<file path="config.mk">
export PLATFORM = sky130hd
export DESIGN_NAME = mod_exp_ctrl
export DESIGN_NICKNAME = d
export VERILOG_FILES = /design/src/rtl/mod_exp_ctrl.sv
export SDC_FILE = /design/constraint.sdc
export NUM_CORES = 2
export LEC_CHECK = 0
export ABC_AREA = 1
export ABC_CLOCK_PERIOD_IN_PS = 2800
export BUFFER_PORTS_ARGS = -buffer_cell sky130_fd_sc_hd__buf_2
export CAP_MARGIN = 20
export CORE_AREA = 2 2 306 308
export DETAILED_ROUTE_END_ITERATION = 16
export DIE_AREA = 0 0 308 310
export PLACE_DENSITY_LB_ADDON = 0.3
export SETUP_SLACK_MARGIN = 0.1
export SLEW_MARGIN = 20
export SYNTH_ARGS = -nofsm -noshare
export SYNTH_HDL_FRONTEND = slang
export SYNTH_SLANG_ARGS = --single-unit
</file>
<file path="constraint.sdc">
create_clock -name clk -period 2.8 [get_ports clk]
set_input_delay 0.14 -clock clk [delete_from_list [all_inputs] [get_ports clk]]
set_output_delay 0.14 -clock clk [all_outputs]
set_load 0.02 [all_outputs]
</file>
<file path="src/rtl/mod_exp_ctrl.sv">
// rtl/mod_exp_ctrl.sv - left-to-right square-and-multiply sequencer driving an external modular multiplier
module mod_exp_ctrl #(
  parameter int p      = 37,
  parameter int width  = 128,
  parameter int ewidth = 128
) (
  input  logic              clk,
  input  logic              reset,
  input  logic              start,
  input  logic [width-1:0]  base,
  input  logic [ewidth-1:0] exp,
  output logic              busy,
  output logic              done,
  output logic [width-1:0]  result,
  output logic [width-1:0]  mul_a,
  output logic [width-1:0]  mul_b,
  output logic              mul_reset,
  output logic              mul_enable,
  input  logic              mul_done,
  input  logic [width-1:0]  mul_r,
  output logic [15:0]       mul_ops
);

  localparam int iw = (ewidth > 1) ? $clog2(ewidth) : 1;

  typedef enum logic [2:0] {IDLE, SCAN, ISSUE, WAIT, NEXT, FIN} state_t;

  state_t            state, state_nx;
  logic [width-1:0]  acc;
  logic [width-1:0]  base_q;
  logic [ewidth-1:0] exp_q;
  logic [iw-1:0]     idx;
  logic              step_mul;
  logic              wait_first;

  logic              load_op, load_mul, idx_dec, acc_from_base, acc_one, take_r;
  logic [width-1:0]  op_a, op_b;

  always_ff @(posedge clk or negedge reset) begin
    if (!reset) state <= IDLE;
    else        state <= state_nx;
  end

  always_comb begin
    state_nx      = state;
    load_op       = 1'b0;
    load_mul      = 1'b0;
    idx_dec       = 1'b0;
    acc_from_base = 1'b0;
    acc_one       = 1'b0;
    take_r        = 1'b0;
    op_a          = acc;
    op_b          = acc;
    mul_enable    = 1'b0;
    mul_reset     = 1'b1;
    case (state)
      IDLE: if (start) state_nx = SCAN;
      SCAN: begin
        if (exp_q[idx]) begin
          acc_from_base = 1'b1;
          if (idx == '0) begin
            state_nx = FIN;
          end else begin
            // first op squares the base directly; acc is loaded on the same edge
            idx_dec  = 1'b1;
            load_op  = 1'b1;
            op_a     = base_q;
            op_b     = base_q;
            state_nx = ISSUE;
          end
        end else if (idx == '0) begin
          acc_one  = 1'b1;
          state_nx = FIN;
        end else begin
          idx_dec = 1'b1;
        end
      end
      ISSUE: state_nx = WAIT;
      WAIT: begin
        mul_enable = 1'b1;
        mul_reset  = 1'b0;
        // a done left high by the previous op must not complete this one
        if (mul_done && !wait_first) begin
          take_r   = 1'b1;
          state_nx = NEXT;
        end
      end
      NEXT: begin
        if (!step_mul && exp_q[idx]) begin
          load_op  = 1'b1;
          load_mul = 1'b1;
          op_b     = base_q;
          state_nx = ISSUE;
        end else if (idx == '0) begin
          state_nx = FIN;
        end else begin
          idx_dec  = 1'b1;
          load_op  = 1'b1;
          state_nx = ISSUE;
        end
      end
      FIN:     state_nx = IDLE;
      default: state_nx = IDLE;
    endcase
  end

  always_ff @(posedge clk or negedge reset) begin
    if (!reset) begin
      busy       <= 1'b0;
      done       <= 1'b0;
      result     <= '0;
      mul_a      <= '0;
      mul_b      <= '0;
      mul_ops    <= '0;
      acc        <= '0;
      base_q     <= '0;
      exp_q      <= '0;
      idx        <= '0;
      step_mul   <= 1'b0;
      wait_first <= 1'b0;
    end else begin
      done       <= (state == FIN);
      wait_first <= (state == ISSUE);
      if (state == IDLE && start) begin
        base_q  <= base;
        exp_q   <= exp;
        idx     <= iw'(ewidth - 1);
        mul_ops <= '0;
        busy    <= 1'b1;
      end
      if (state == FIN) begin
        busy   <= 1'b0;
        result <= acc;
      end
      if (acc_from_base) acc <= base_q;
      if (acc_one)       acc <= (p == 1) ? '0 : width'(1);
      if (take_r) begin
        acc <= mul_r;
        if (mul_ops != 16'hFFFF) mul_ops <= mul_ops + 16'd1;
      end
      if (idx_dec) idx <= idx - 1'b1;
      if (load_op) begin
        mul_a    <= op_a;
        mul_b    <= op_b;
        step_mul <= load_mul;
      end
    end
  end

endmodule

</file>
==> run summary <==
total number of yosys warnings = 0
total detailed-routing wirelength = 172.8 mm
worst setup slack after layout = 0.02001 ns
# port buffers = 791
Max Clock Skew = 0.03254 ns
part of the Yosys area used for sequential elements = 49.40%
Reg2Reg Capture Point = acc[5]$_DFFE_PN0P_
overflow left after global routing = 0
Via-to-Cell Ratio = 5.663
crit-path most repeated cell = sky130_fd_sc_hd__nand3_1
clock tree sinks = 798
CP Data Required Time = 3.32 ns
mean routed wirelength per cell = 21.84 um
leakage power of the design = 0.02835 uW
placeable core region = 92,490 um2
R2R Path Start = idx[0]$_DFFE_PN0P_
Max FO, Critical Path = 23
top area cells in the synthesized netlist = sky130_fd_sc_hd__dfrtp_1 (49%), sky130_fd_sc_hd__nand2_1 (23%), sky130_fd_sc_hd__o21ai_0 (6.5%), sky130_fd_sc_hd__nand3_1 (6.4%), sky130_fd_sc_hd__nand4_1 (4.1%)
ordered cell list for the critical path = buf_6 > buf_12 > nand2_1 > nand3_1 > nand3_1 > nand3_1 > nand2_1 > nand2_1 > nand3_2 > nand3_4 > nand2_8 > buf_16 > nand3_4 > buf_12 > clkbuf_16 > nand4_1 > nand3_1
Layout area overhead = 37.61%
distinct cell type count after synthesis = 33
number of antenna violations at the first check in global routing = 8
count of non-filler cells in the finished layout = 7,913
initial core utilization = 43.71%
global-route wire length before repair = 247.2 mm
Cell Pwr Density = 1529 nW/um2
CTS tree = done
critical-path cell with the highest stage delay = sky130_fd_sc_hd__dfrtp_2
Final Hold Vio Count = 0
reported max-cap violation count = 0
Setup Viol. Count Final = 0
fraction of final layout cells sized beyond drive strength 1 = 19.01%
RSZ-0062 raised after global routing = yes
number of DRC markers in iteration 0 = 5,210
most frequent cell after synthesis = sky130_fd_sc_hd__nand2_1
final weighted congestion in routability-driven placement = 0.9083
Least-Margin Pin Slew = 0.8792 ns
HPWL after detailed placement = 106.3 mm
total via count in the routed design = 44,810
cts bufs inserted = 88
CTS HTree Levels = 3
CTS clock-pin slew for the worst setup and hold paths = 0.06 ns
Async SR Flop Fraction = 100.0%
number of top-level pins = 792
Fin Hold WS = 0.05170 ns
Max clock buf depth = 3
top achievable clock speed = 359.7 MHz
vias in the first global route = 42,220
cell area after layout = 55,630 um2
final layout net count = 7,027
period utilisation layout = 99.29%
Post-Place Cells = 7,287
number of cells produced by synthesis = 5,497
clock latency on the worst-skew pair = 0.67 ns
Yosys top cell by area = sky130_fd_sc_hd__dfrtp_1
logic depth of the worst register-to-register path = 17
top cells by count, synth = sky130_fd_sc_hd__nand2_1 (2,489), sky130_fd_sc_hd__dfrtp_1 (798), sky130_fd_sc_hd__o21ai_0 (522)
Register-to-Register Setup Slack = 0.02 ns
Synth Register Bits = 798
count of nets left with antenna violations after detail routing = 0
Mapped Nets = 5,887
width of the chip = 308 um
DIE AREA = 95,480 um2
startpoint types = register
worst vdd ir = 1129 uV
area fraction of the dominant cell type after synthesis = 49.40%
Mapped Area = 40,420 um2
number of enable-type register cells in the synthesized netlist = 0
Vert. Die Dim = 310 um
Synth Area per Inst = 7.354 um2
overall track demand over capacity in global routing = 33.37%
number of iterations in the first detailed-routing pass = 6
run status = completed
final critical-path required period = 2.780 ns
clock tree root driver cell = sky130_fd_sc_hd__clkbuf_16
headroom to the max-slew limit = 41.39%
Tightest Hold Check Type = in -> async
number of max-slew violations in the final report = 0
critical path type = reg -> reg
largest net degree at the start of global routing = 147
post-route DRC violation count = 0
Crit path arrival time = 3.30 ns
number of cell rows = 112
top_reg_cell synth = sky130_fd_sc_hd__dfrtp_1
type of destination of the critical path = register
post-place instance area = 47,000 um2
final cell utilization of the core = 60.14%
crit path launch = idx[0]$_DFFE_PN0P_
pre-CTS setup slack = -0.05936 ns
Crit path largest cell delay = 0.44 ns
Critical Path Sink = acc[5]$_DFFE_PN0P_
[cell type report]
class                   count  area [um2]
inverters                 289        1141
diodes                      5       12.51
multi-input cells        3989       17750
clock buffers             133        2685
clock inverters            31       342.8
fillers                  7930       36860
flip-flops and latches    798       19970
repair buffers           1471       12230
well taps                1197        1498
[through the flow]
step	power [uW]	TNS, ns
floorplan	48050	0
global placement	65180	0
detailed placement	65810	-0.2695
CTS	80020	0
global route	90330	-15.59
finish	85050	0
[flip-flops by register name, indices dropped and copies added, names as in the netlist]
name	cells
base_q	128
wait_first	1
exp_q	128
mul_b	128
result	128
state	3
mul_ops	16
acc	128
busy	1
done	1
idx	7
mul_a	128
step_mul	1
[critical path, delay by kind of cell, from the launching register on]
| family | cells | cell delay, ns |
|---|---|---|
| flops | 1 | 0.44 |
| simple gates | 12 | 1.32 |
| buf+inv | 5 | 0.85 |
[cell usage in the layout, fill, tap and decap left out, types with 25 or more instances in the layout]
cell and instances:
sky130_fd_sc_hd__buf_12 72, sky130_fd_sc_hd__dfrtp_1 797, sky130_fd_sc_hd__nand3b_1 129, sky130_fd_sc_hd__buf_4 138
sky130_fd_sc_hd__buf_2 790, sky130_fd_sc_hd__dlygate4sd3_1 387, sky130_fd_sc_hd__clkbuf_16 123, sky130_fd_sc_hd__nand2_1 2481
sky130_fd_sc_hd__nand4_1 262, sky130_fd_sc_hd__inv_1 277, sky130_fd_sc_hd__buf_16 27, sky130_fd_sc_hd__nand3_1 509
sky130_fd_sc_hd__o21ai_0 508, sky130_fd_sc_hd__clkbuf_8 25
[report_power, final]
part / switching (uW) / internal (uW)
Combinational: 32700 / 19100
Sequential: 3920 / 17100
Clock: 5090 / 7110
[metal layers]
metal / vias to the layer above / share of wire [%] / GRT usage [%]
met5: - / 0.020 / 0
met4: 6 / 6.4 / 19.75
met3: 586 / 9.3 / 5.571
met2: 2792 / 46 / 53.26
met1: 21350 / 38 / 42.87
li1: 20080 / - / -
[how the worst min path moves through the flow]
stage                                  to  slack, ns  cells past startpoint   from
floorplan              acc[0]$_DFFE_PN0P_      -0.16                      0  reset
global placement    mul_ops[10]$_DFF_PN0_       0.17                      1  reset
detailed placement  mul_ops[10]$_DFF_PN0_       0.17                      1  reset
CTS                 mul_ops[10]$_DFF_PN0_       0.04                      2  reset
global route         mul_ops[9]$_DFF_PN0_       0.08                      2  reset
finish              mul_ops[10]$_DFF_PN0_       0.05                      2  reset
[cell families after synthesis]
kind of cell | Yosys count | share of synthesized area [%]
simple gates | 3439 | 36.48
flops | 798 | 49.40
buf+inv | 710 | 7.172
compound gates | 544 | 6.791
xor+xnor | 2 | 0.04334
mux | 2 | 0.04953
fa+ha+maj | 2 | 0.06189
[repair_timing]
action / CTS / global route
gates resized for setup: 21 / 71
cloned: 6 / 36
endpoints found under the hold margin: 715 / 0
buffers inserted: 12 / 16
endpoints found under the setup margin: 302 / 397
hold buffers: 387 / 0
pin swaps: 3 / 14
No activity file was read; power rests on OpenSTA's default activity.
